--- src/rtl/sd_dat_rx_crc16.sv ---
// SD card DAT0 (1-bit bus) data-block receiver with on-the-fly CRC16 check.
// Waits for the start bit and deserialises BLOCK_BYTES bytes MSB-first.
// Then it captures the card's CRC16, checks the end bit and reports status.
module sd_dat_rx_crc16 #(
    parameter int unsigned BLOCK_BYTES   = 512,
    parameter int unsigned START_TIMEOUT = 65535
) (
    input  logic        CLK,
    input  logic        RESET,
    input  logic        START,
    input  logic        BIT_STRB,
    input  logic        DAT0,
    output logic [7:0]  BYTE_OUT,
    output logic        BYTE_VALID,
    output logic        BUSY,
    output logic        DONE,
    output logic        CRC_ERR,
    output logic        END_ERR,
    output logic        TIMEOUT,
    output logic [15:0] CRC_CALC,
    output logic [15:0] CRC_RX
);

    localparam int unsigned BW = $clog2(BLOCK_BYTES + 1);
    localparam int unsigned TW = $clog2(START_TIMEOUT + 1);

    localparam logic [BW-1:0] LAST_BYTE = BW'(BLOCK_BYTES - 1);
    localparam logic [TW-1:0] LAST_TO   = TW'(START_TIMEOUT - 1);

    typedef enum logic [2:0] {
        S_IDLE,
        S_WAIT_START,
        S_DATA,
        S_CRC,
        S_END_BIT
    } state_t;

    state_t        state;
    logic [BW-1:0] byte_cnt;
    logic [2:0]    bit_cnt;
    logic [3:0]    crc_cnt;
    logic [TW-1:0] to_cnt;
    logic [7:0]    shift;

    logic          fb;
    logic [15:0]   crc_next;
    logic [7:0]    shift_next;

    // Next CRC and shift-register values for the bit currently on DAT0
    always_comb begin
        fb         = DAT0 ^ CRC_CALC[15];
        crc_next   = {CRC_CALC[14:0], fb} ^ (fb ? 16'h1020 : 16'h0000);
        shift_next = {shift[6:0], DAT0};
    end

    // Receive FSM; every output is a register updated here
    always_ff @(posedge CLK) begin
        if (RESET) begin
            state      <= S_IDLE;
            byte_cnt   <= '0;
            bit_cnt    <= '0;
            crc_cnt    <= '0;
            to_cnt     <= '0;
            shift      <= '0;
            BYTE_OUT   <= '0;
            BYTE_VALID <= 1'b0;
            BUSY       <= 1'b0;
            DONE       <= 1'b0;
            CRC_ERR    <= 1'b0;
            END_ERR    <= 1'b0;
            TIMEOUT    <= 1'b0;
            CRC_CALC   <= '0;
            CRC_RX     <= '0;
        end else begin
            BYTE_VALID <= 1'b0;
            DONE       <= 1'b0;
            case (state)
                S_IDLE: begin
                    // A strobe arriving together with START is not consumed
                    if (START) begin
                        CRC_ERR  <= 1'b0;
                        END_ERR  <= 1'b0;
                        TIMEOUT  <= 1'b0;
                        CRC_CALC <= '0;
                        byte_cnt <= '0;
                        bit_cnt  <= '0;
                        crc_cnt  <= '0;
                        to_cnt   <= '0;
                        BUSY     <= 1'b1;
                        state    <= S_WAIT_START;
                    end
                end

                S_WAIT_START: begin
                    if (BIT_STRB) begin
                        if (!DAT0) begin
                            // Start bit: framing only, not part of the data or CRC
                            state <= S_DATA;
                        end else begin
                            to_cnt <= to_cnt + 1'b1;
                            if (to_cnt == LAST_TO) begin
                                TIMEOUT <= 1'b1;
                                DONE    <= 1'b1;
                                BUSY    <= 1'b0;
                                state   <= S_IDLE;
                            end
                        end
                    end
                end

                S_DATA: begin
                    if (BIT_STRB) begin
                        shift    <= shift_next;
                        CRC_CALC <= crc_next;
                        if (bit_cnt == 3'd7) begin
                            bit_cnt    <= '0;
                            BYTE_OUT   <= shift_next;
                            BYTE_VALID <= 1'b1;
                            byte_cnt   <= byte_cnt + 1'b1;
                            if (byte_cnt == LAST_BYTE) begin
                                state <= S_CRC;
                            end
                        end else begin
                            bit_cnt <= bit_cnt + 1'b1;
                        end
                    end
                end

                S_CRC: begin
                    // CRC_CALC is left untouched from here on
                    if (BIT_STRB) begin
                        CRC_RX <= {CRC_RX[14:0], DAT0};
                        if (crc_cnt == 4'd15) begin
                            crc_cnt <= '0;
                            state   <= S_END_BIT;
                        end else begin
                            crc_cnt <= crc_cnt + 1'b1;
                        end
                    end
                end

                S_END_BIT: begin
                    if (BIT_STRB) begin
                        END_ERR <= ~DAT0;
                        CRC_ERR <= (CRC_RX != CRC_CALC);
                        DONE    <= 1'b1;
                        BUSY    <= 1'b0;
                        state   <= S_IDLE;
                    end
                end

                default: begin
                    BUSY  <= 1'b0;
                    state <= S_IDLE;
                end
            endcase
        end
    end

endmodule

--- config.mk ---
export PLATFORM = sky130hd
export DESIGN_NAME = sd_dat_rx_crc16
export DESIGN_NICKNAME = d
export VERILOG_FILES = /design/src/rtl/sd_dat_rx_crc16.sv
export SDC_FILE = /design/constraint.sdc
export NUM_CORES = 1
export LEC_CHECK = 0
export BUFFER_PORTS_ARGS = -buffer_cell sky130_fd_sc_hd__buf_2
export CAP_MARGIN = 40
export CORE_AREA = 2 2 111 102
export CTS_CLUSTER_DIAMETER = 150
export DETAILED_ROUTE_END_ITERATION = 8
export DIE_AREA = 0 0 113 104
export PLACE_DENSITY = 0.55
export SLEW_MARGIN = 20
export SYNTH_ARGS = -nofsm -noshare
export SYNTH_HDL_FRONTEND = slang
export SYNTH_SLANG_ARGS = --single-unit
--- constraint.sdc ---
create_clock -name CLK -period 3.4 [get_ports CLK]
set_clock_uncertainty 0.15 [all_clocks]
set_input_delay 0.68 -clock CLK [delete_from_list [all_inputs] [get_ports CLK]]
set_output_delay 0.68 -clock CLK [all_outputs]
set_load 0.02 [all_outputs]
-- Word-level counts from Yosys, hierarchy flattened
Cells that the tools add are included.
- flip-flop bits (word level): 89
- bits of input ports: 5
- logic and storage cells: 114
- output and inout port bits: 46
- reductions and logical operators: 18
- add/sub/neg operators: 4
- bitwise operators: 6
- multiplexer cells: 51
- eq/ne operators: 20
- operators with widths (operator ; number):
    $mux W16 ; 4
    $pmux W16 S2 ; 2
    $mux W3 ; 13
    $mux W10 ; 3
    $ne A2 B2 Y1 const B ; 10
    $pmux W10 S2 ; 1
    $add A16 B1 Y16 const B ; 1
    $eq A16 B16 Y1 const B ; 1
    $mux W1 ; 16
    $ne A16 B16 Y1 ; 1
    $xor A16 B13 Y16 ; 1
    $pmux W3 S5 ; 1
    $mux W13 ; 1
    $mux W4 ; 3
    $reduce_and A3 Y1 ; 4
    $add A10 B1 Y10 const B ; 1
    $eq A10 B9 Y1 const B ; 1
    $reduce_and A9 Y1 ; 1
    $pmux W1 S2 ; 4
    $pmux W4 S2 ; 1
    $reduce_and A4 Y1 ; 2
    $reduce_bool A2 Y1 ; 4
    $eq A3 B2 Y1 const B ; 2
    $eq A3 B3 Y1 const B ; 2
    15 further kinds ; 19

-- Depth between registers and ports, before layout
Gate-level depths: netlist (run 1).
- word-level depth: 5
- gate-level depth with buffers: 7
- gate-level depth less buffers: 7

-- Worst setup path before layout (run 1)
Ideal clock, no wire load.
- kind: in2reg
- from: in BIT_STRB
- to: reg byte_cnt[8]
- data required time: 3180 ps
- setup time: 70 ps
- stages on the path: 6
- data arrival time: 1766 ps
- setup slack: 1415 ps
- path through: buf_2 > nand3_2 > a21oi_2 > nand3_1 > or3_1 > a21oi_1
- longest elaborated chain between the ends: 2
- ends and longest elaborated chain (what ; RTL line ; RTL):
    start, declared ; 11 ; input logic BIT_STRB,
    $ne A2 B2 Y1 (no source line) ; n/a ;
    $reduce_and A4 Y1 (no source line) ; n/a ;
    end signal, assigned ; 119 ; byte_cnt <= byte_cnt + 1'b1;
    end, declared ; 39 ; logic [BW-1:0] byte_cnt;
Every way passes these cells.
A chain may end at the register's enable or synchronous reset.

-- Final worst setup path (run 1)
- from: reg bit_cnt[0]
- to: reg state[0]
- longest elaborated chain between the ends: 3
- ends and longest elaborated chain (what ; RTL line ; RTL):
    start, declared ; 40 ; logic [2:0] bit_cnt;
    start signal, assigned ; 124 ; bit_cnt <= bit_cnt + 1'b1;
    $eq A3 B3 Y1 ; 115 ; if (bit_cnt == 3'd7) begin
    $ne A2 B2 Y1 (no source line) ; n/a ;
    $reduce_and A9 Y1 (no source line) ; n/a ;
    end signal, assigned ; 105 ; state <= S_IDLE;
    end signal, assigned ; 121 ; state <= S_CRC;
    end signal, assigned ; 135 ; state <= S_END_BIT;
    end, declared ; 38 ; state_t state;
Every way passes these cells.

==> impl_metrics.yaml, run 1 <==
synthesis:
  syn-cell-area_um2: 3970
  muxShareOfSynthArea_pct: 1.58
  seq_area_frac_synth_pct: 44.9
  synth_nets: 471
  synth_compound_area_share_pct: 13.8
  synth_edf_count: 0
  syn_inst: 460
  avgSynthCellArea_um2: 8.63
  ys_types: 58
  synthAdderAreaFrac_pct: 1.89
  synth_top_family_by_area: "simple AND/OR/NAND/NOR gates"
  synth_xor_area_share_pct: 8.60
  synth-simple-area-share_pct: 25.6
  yosysWarningCount: 0
  synth-seq-cells: 89
  synthArstFlopShare_pct: 0
  ys_dominant_reg_cell: "dfxtp_1"
cells_and_area:
  num_antenna_cells: 0
  utilization_pct: 43.1
  drive_above_1_share_pct: 17.6
  nets: 512
  areaGrowthSynthToFinish_pct: 15.5
setup_path:
  timing.rr.start: "bit_cnt[0]$_SDFFE_PP0P_"
  cp-end-kind: "flip-flop"
  crit_path_top_delay_cell: "ha_1"
  crit_path_start: "bit_cnt[0]$_SDFFE_PP0P_"
  critical_path_depth: 7
  r2r_cells: 7
  timing.rr.end: "state[0]$_SDFFE_PP0P_"
  path_cells: "ha_1 -> ha_1 -> mux2_2 -> o32a_1 -> nand3_1 -> a221oi_4 -> mux2_4"
  crit_family: "adder cells"
  crit_fanout: 12
  start_kind: "flip-flop"
  crit_buf_inv: 0
  crit_path_frequent_cell: "ha_1"
  regToRegSetupSlack_ns: 1.09
  cp.required_ns: 3.48
  endpoint: "state[0]$_SDFFE_PP0P_"
  cp.arrival_ns: 2.38
  critPathMaxStageDelay_ns: 0.41
  worstSetupPathType: "flip-flop to flip-flop"
placed_design:
  routabilityCongestion: 0.748
  port_buffers: 50
  hpwl_um: 6090
power_and_ir_drop:
  p_sw_share_pct: 32.5
  p_comb_share_pct: 21.4
  power.density_nw_per_um2: 576
  power.internal_mw: 1.78
  leakage_nw: 1.72
  ir_worst_vdd_mv: 0.216
  pwr-share-clk_pct: 35.3
  switching_power_uw: 858
  pwr-share-seq_pct: 43.3
die:
  rows: 36
  core-area_um2: 10600
  dieWidth_um: 113
  dieArea_um2: 11800
  ioPinCount: 51
  start_util_pct: 37.4
  dieHeight_um: 104
sta:
  fin_crit_sh_pct: 67.8
  min_period_ns: 2.31
  rsz0062_at_grt: "no"
  setup_viol: 0
  max_freq_mhz: 434
  worst_slew_margin_rel_pct: 52.1
  worstMarginPinSlew_ns: 0.715
  tns_ns: 0
  finalHoldViolCount: 0
  drv_slew: 0
outcome:
  violations: "DRC"
  outcome: "complete, but fails checks"
clock_network:
  tritoncts: "done"
  cts-root-buf: "clkbuf_16"
  cts_buffers: 9
  clk_latency_ns: 0.34
  clock_sinks: 89
  clk_pin_slew_worst_paths_ns: 0.07
  hold_buffers: 0
  clock_path_buffers: 2
  cts-htree-levels: 3
  cts_resized: 0
  post_cts.repair.setup_buffers: 0
global_route:
  grt_overflow: 0
  grtUsageMet3_pct: 2.10
  grt.busiest_layer: "met2"
  first_global_vias: 3016
  met1_usage_pct: 23.0
  grt_usage_pct: 15.8
  grt_max_degree: 54
  antenna_found_initial: 0
  use_met2_pct: 23.7
  grt_first_pass_wirelength_um: 15200
drt:
  wl_per_cell_um: 13.8
  drc: 4
  routed_wl_um: 8820
  ant_nets: 0
  vias_per_cell: 5.01
  via_count: 3200
  first_pass_iters: 6
  drt_iter0_markers: 191
worst_hold_path:
  hold_depth: 2
  hp-class: "flip-flop to flip-flop"
run:
  maxCapViolCount: 0
==> per-stage QoR <==
step	area, um2	std cells	power (mW)	setup WS, ns	hold slack (ns)
global route	4590	639	2.79	0.903	0.338
floorplan	3970	460	1.60	1.41	0.287
CTS	4580	638	2.65	1.09	0.305
finish	4590	639	2.64	1.09	0.302
global placement	4280	621	1.70	1.04	0.290
detailed placement	4300	622	1.71	1.01	0.296
==> metal layers <==
metal | wire (um) | part of all wire (%)
met1 | 4510 | 51
met2 | 3970 | 45
met3 | 183 | 2.1
met4 | 151 | 1.7
met5 | 0 | 0
==> cell usage after synthesis (5+ instances only) <==
library cell / count / area [um2]
clkbuf_1: 11 / 41.3
nor2_1: 54 / 203
xnor2_1: 31 / 272
dfxtp_1: 89 / 1780
ha_1: 6 / 75.1
nand3_1: 20 / 100
nand4_1: 10 / 62.6
buf_2: 9 / 45.0
nor3_1: 8 / 40.0
xor2_1: 8 / 70.1
nand2_1: 69 / 259
a21oi_1: 48 / 240
nand2b_1: 5 / 31.3
a22oi_1: 17 / 128
==> kinds of logic after synthesis <==
family                     after synthesis
DFF                                     89
xor gates and xnor gates                39
and+or+nand+nor                        205
buffers and inverters                   29
AOI/OAI and AO/OA                       87
muxes                                    5
adders and majority gates                6
==> placed cells by master, fill, tap and decap left out, types with 2 or more instances in the layout <==
cell	Yosys	final
a211oi_1	3	3
a21oi_1	48	48
a22oi_1	17	17
a31oi_1	2	2
and2_1	3	3
and2b_1	2	2
and3_1	4	4
and4_1	2	2
buf_2	9	50
buf_4	2	3
clkbuf_16	0	9
clkinvlp_4	0	3
dfxtp_1	89	89
ha_1	6	6
inv_1	4	4
inv_6	0	3
mux2_2	2	2
mux2_4	2	2
nand2_1	69	69
nand2b_1	5	5
nand3_1	20	20
nand3b_1	3	3
nand4_1	10	10
nor2_1	54	54
nor2_2	2	2
nor2b_1	4	4
nor3_1	8	8
nor4_1	4	4
o21ai_0	4	4
or3_1	3	3
xnor2_1	31	31
xor2_1	8	8
==> power by group through the flow <==
stage | registers, mW | logic (mW) | clock network, mW
after floorplan | 1.14 | 0.468 | 0
after global placement | 1.17 | 0.529 | 0
after detailed placement | 1.17 | 0.546 | 0
after CTS | 1.14 | 0.548 | 0.958
after global routing | 1.15 | 0.625 | 1.01
final | 1.15 | 0.565 | 0.933
==> flip-flops by register name (all words and copies together), names as in the netlist <==
register	count
BUSY	1
BYTE_OUT	8
BYTE_VALID	1
CRC_CALC	16
CRC_ERR	1
CRC_RX	16
DONE	1
END_ERR	1
TIMEOUT	1
bit_cnt	3
byte_cnt	10
crc_cnt	4
shift	7
state	3
to_cnt	16
==> worst min-delay path, delay by kind of cell, from the launching register on <==
kind,cells,cell delay (ns)
compound gates,1,0.05
flops,1,0.31
buf+inv,1,0.05
==> layout make-up <==
| class | count | area, um2 |
|---|---|---|
| timing repair buffer | 55 | 299 |
| clock buffer | 10 | 229 |
| fill | 1057 | 6040 |
| multi-input combinational | 342 | 2050 |
| sequential | 89 | 1780 |
| clock inverter | 6 | 48.8 |
| tap | 133 | 166 |
| inverter | 4 | 15.0 |
==> worst min path at each step <==
| stage | endpoint | from |
|---|---|---|
| after floorplan | shift[6]$_SDFFE_PP0P_ | shift[6]$_SDFFE_PP0P_ |
| after global placement | BYTE_OUT[6]$_SDFFE_PP0P_ | BYTE_OUT[6]$_SDFFE_PP0P_ |
| after detailed placement | BYTE_OUT[3]$_SDFFE_PP0P_ | BYTE_OUT[3]$_SDFFE_PP0P_ |
| after CTS | TIMEOUT$_SDFFE_PP0P_ | TIMEOUT$_SDFFE_PP0P_ |
| after global routing | BYTE_OUT[5]$_SDFFE_PP0P_ | BYTE_OUT[5]$_SDFFE_PP0P_ |
| final | TIMEOUT$_SDFFE_PP0P_ | TIMEOUT$_SDFFE_PP0P_ |
Note: power is estimated with default switching activity, not from simulation.
==> run 2, diff against run 1 <==
--- a/config.mk
+++ b/config.mk
@@ -5,13 +5,14 @@
 export SDC_FILE = /design/constraint.sdc
 export NUM_CORES = 1
 export LEC_CHECK = 0
+export ABC_AREA = 1
 export BUFFER_PORTS_ARGS = -buffer_cell sky130_fd_sc_hd__buf_2
 export CAP_MARGIN = 40
-export CORE_AREA = 2 2 111 102
+export CORE_AREA = 2 2 113 104
 export CTS_CLUSTER_DIAMETER = 150
 export DETAILED_ROUTE_END_ITERATION = 8
-export DIE_AREA = 0 0 113 104
-export PLACE_DENSITY = 0.55
+export DIE_AREA = 0 0 115 106
+export PLACE_DENSITY = 0.56
 export SLEW_MARGIN = 20
 export SYNTH_ARGS = -nofsm -noshare
 export SYNTH_HDL_FRONTEND = slang
==> constraint.sdc (replaced) <==
create_clock -name CLK -period 2 [get_ports CLK]
set_clock_uncertainty 0.15 [all_clocks]
set_input_delay 0.4 -clock CLK [delete_from_list [all_inputs] [get_ports CLK]]
set_output_delay 0.4 -clock CLK [all_outputs]
set_load 0.02 [all_outputs]
==> impl_metrics.yaml, run 2 <==
drt:
  first_pass_iters: 5
  vias_per_cell: 4.85
  ant_nets: 0
  routed_wl_um: 9640
  wl_per_cell_um: 12.5
  drt_iter0_markers: 216
  drc: 0
  via_count: 3738
die:
  rows: 37
  dieHeight_um: 106
  core-area_um2: 11100
  dieWidth_um: 115
  dieArea_um2: 12200
  ioPinCount: 51
  start_util_pct: 36.8
synthesis:
  synth_commonest_cells: "nand2_1 (143), dfxtp_1 (89), nor2_1 (74), a21oi_1 (63), inv_1 (51)"
  synth_top_family_by_area: "simple AND/OR/NAND/NOR gates"
  yosys.area.top_type: "dfxtp_1"
  synth.most_common_cell: "nand2_1"
  synth_edf_count: 0
  ys_dominant_reg_cell: "dfxtp_1"
  seq_area_frac_synth_pct: 43.5
  synth-seq-cells: 89
  synth_nets: 589
  muxShareOfSynthArea_pct: 0
  netlist.area_leader.share_pct: 43.5
  synth_area_leaders: "dfxtp_1 (44%), nand2_1 (13%), a21oi_1 (7.7%)"
  synth_compound_area_share_pct: 13.1
  synthArstFlopShare_pct: 0
  synthAdderAreaFrac_pct: 1.83
  syn_inst: 578
  avgSynthCellArea_um2: 7.08
  yosysWarningCount: 0
  ys_types: 31
  synth_xor_area_share_pct: 3.85
  syn-cell-area_um2: 4090
  synth-simple-area-share_pct: 30.2
global_route:
  grt_first_pass_wirelength_um: 16300
  grt_max_degree: 47
  grt_usage_pct: 16.6
  first_global_vias: 3517
  antenna_found_initial: 0
  grt_overflow: 0
cells_and_area:
  final_common_cell: "nand2_1"
  utilization_pct: 43.2
  fill_cells: 1149
  num_antenna_cells: 0
  areaGrowthSynthToFinish_pct: 17.3
  drive_above_1_share_pct: 15.6
  final-instance-count-excl-fill: 770
  mostFrequentLayoutCells: "nand2_1 (143), dfxtp_1 (87), nor2_1 (73)"
  top_regs: "CRC_CALC: 16 flops, CRC_RX: 16 flops, to_cnt: 16 flops"
  nets: 641
  multi_input_area_um2: 2010
  register_area_um2: 1780
clock_network:
  hold_buffers: 0
  clk_latency_ns: 0.34
  cts-root-buf: "clkbuf_16"
  tritoncts: "done"
  cts-htree-levels: 3
  post_cts.repair.setup_buffers: 0
  clock_path_buffers: 2
  clk_pin_slew_worst_paths_ns: 0.06
  cts_buffers: 9
  clock_sinks: 89
setup_path:
  crit_path_frequent_cell: "nor2_1"
  crit_fanout: 5
  crit_path_top_delay_cell: "dfxtp_1"
  critPathMaxStageDelay_ns: 0.36
  critical_path_depth: 11
  crit_family: "simple AND/OR/NAND/NOR gates"
  worstSetupPathType: "flip-flop to flip-flop"
  crit_buf_inv: 1
  r2r_cells: 11
  start_kind: "flip-flop"
  cp.arrival_ns: 1.95
  path_cells: "ha_1 -> ha_1 -> inv_1 -> nand2_1 -> nor2_1 -> nor2_1 -> nand2_1 -> nor2_2 -> nand3_2 -> and2_1 -> nor2_1"
  cp-end-kind: "flip-flop"
  cp.required_ns: 2.12
sta:
  min_period_ns: 1.82
  finalHoldViolCount: 0
  setup_viol: 0
  tns_ns: 0
  fin_crit_sh_pct: 91.2
  rsz0062_at_grt: "no"
  drv_slew: 0
  worstMarginPinSlew_ns: 0.527
  worst_slew_margin_rel_pct: 64.9
  max_freq_mhz: 548
placed_design:
  port_buffers: 50
  hpwl_um: 6820
  dp.cells: 755
  routabilityCongestion: 0.876
worst_hold_path:
  hold_depth: 3
  hp-class: "input pin to flip-flop"
power_and_ir_drop:
  leakage_nw: 2.12
  ir_worst_vdd_mv: 0.509
  power.density_nw_per_um2: 1070
  power_mw: 5.13
outcome:
  outcome: "completed"
run:
  maxCapViolCount: 0
-- run 2: changes by cell type in the layout (fill, tap and decap cells not counted), moves of 19 or more --
cell and delta:
inv_1 +47, nand2_1 +74, nand3_1 +19, nor2_1 +19, o21ai_0 +26, xnor2_1 -31
-- run 2: what timing repair did --
action | 4_1_cts | 5_1_grt
hold endpoints to repair | 0 | 0
gates resized for setup | 0 | 4
endpoints found under the setup margin | 0 | 9
-- run 2: final cells by class --
cell class	instances	area share (%)
multi-input combinational	414	41.9
sequential	89	37.2
timing repair buffer	62	7.09
clock buffer	9	4.69
inverter	54	4.22
tap	136	3.54
clock inverter	6	1.41
-- run 2: worst register-to-register path: cells and delay by family, from the launching register on --
family | cells | cell delay, ns
adders and majority gates | 2 | 0.34
buffers and inverters | 1 | 0.05
DFF | 1 | 0.36
and+or+nand+nor | 8 | 0.84
-- run 2: per-stage QoR --
stage          worst slack [ns]  hold slack (ns)  instance area [um2]
2_1_floorplan             0.229            0.277                 4090
3_3_place_gp             0.0662            0.287                 4500
3_5_place_dp              0.156            0.295                 4500
4_1_cts                   0.107            0.234                 4790
5_1_grt                 0.00666            0.242                 4800
6_report                  0.175            0.235                 4800
-- run 2: path summary, 6_finish.rpt --
check / start / end / slack [ns]
setup reg to reg: bit_cnt[0]$_SDFFE_PP0P_ / state[1]$_SDFFE_PP0P_ / 0.18
hold / removal: DAT0 / BYTE_OUT[0]$_SDFFE_PP0P_ / 0.24
hold reg to reg: to_cnt[11]$_SDFFE_PP0P_ / to_cnt[11]$_SDFFE_PP0P_ / 0.30
setup / recovery: bit_cnt[0]$_SDFFE_PP0P_ / state[1]$_SDFFE_PP0P_ / 0.18
-- run 2: logic make-up after synthesis --
logic type      count (synthesis)
fa+ha+maj                       6
xor+xnor                       18
simple gates                  288
flops                          89
buf+inv                        75
compound gates                102
-- run 2: power breakdown --
group | internal (mW) | leakage, nW | switching [mW] | total (mW)
registers | 1.91 | 0.720 | 0.129 | 2.04
clock network | 0.967 | 0.138 | 0.720 | 1.69
logic | 0.432 | 1.26 | 0.974 | 1.41
total | 3.31 | 2.12 | 1.82 | 5.13
-- run 2: per-layer routing --
| metal | GRT usage, % | up-vias | routed length, um |
|---|---|---|---|
| li1 | - | 1963 | - |
| met1 | 22.6 | 1687 | 4790 |
| met2 | 25.3 | 75 | 4300 |
| met3 | 3.88 | 13 | 368 |
| met4 | 6.71 | 0 | 173 |
| met5 | 0 | - | 0 |
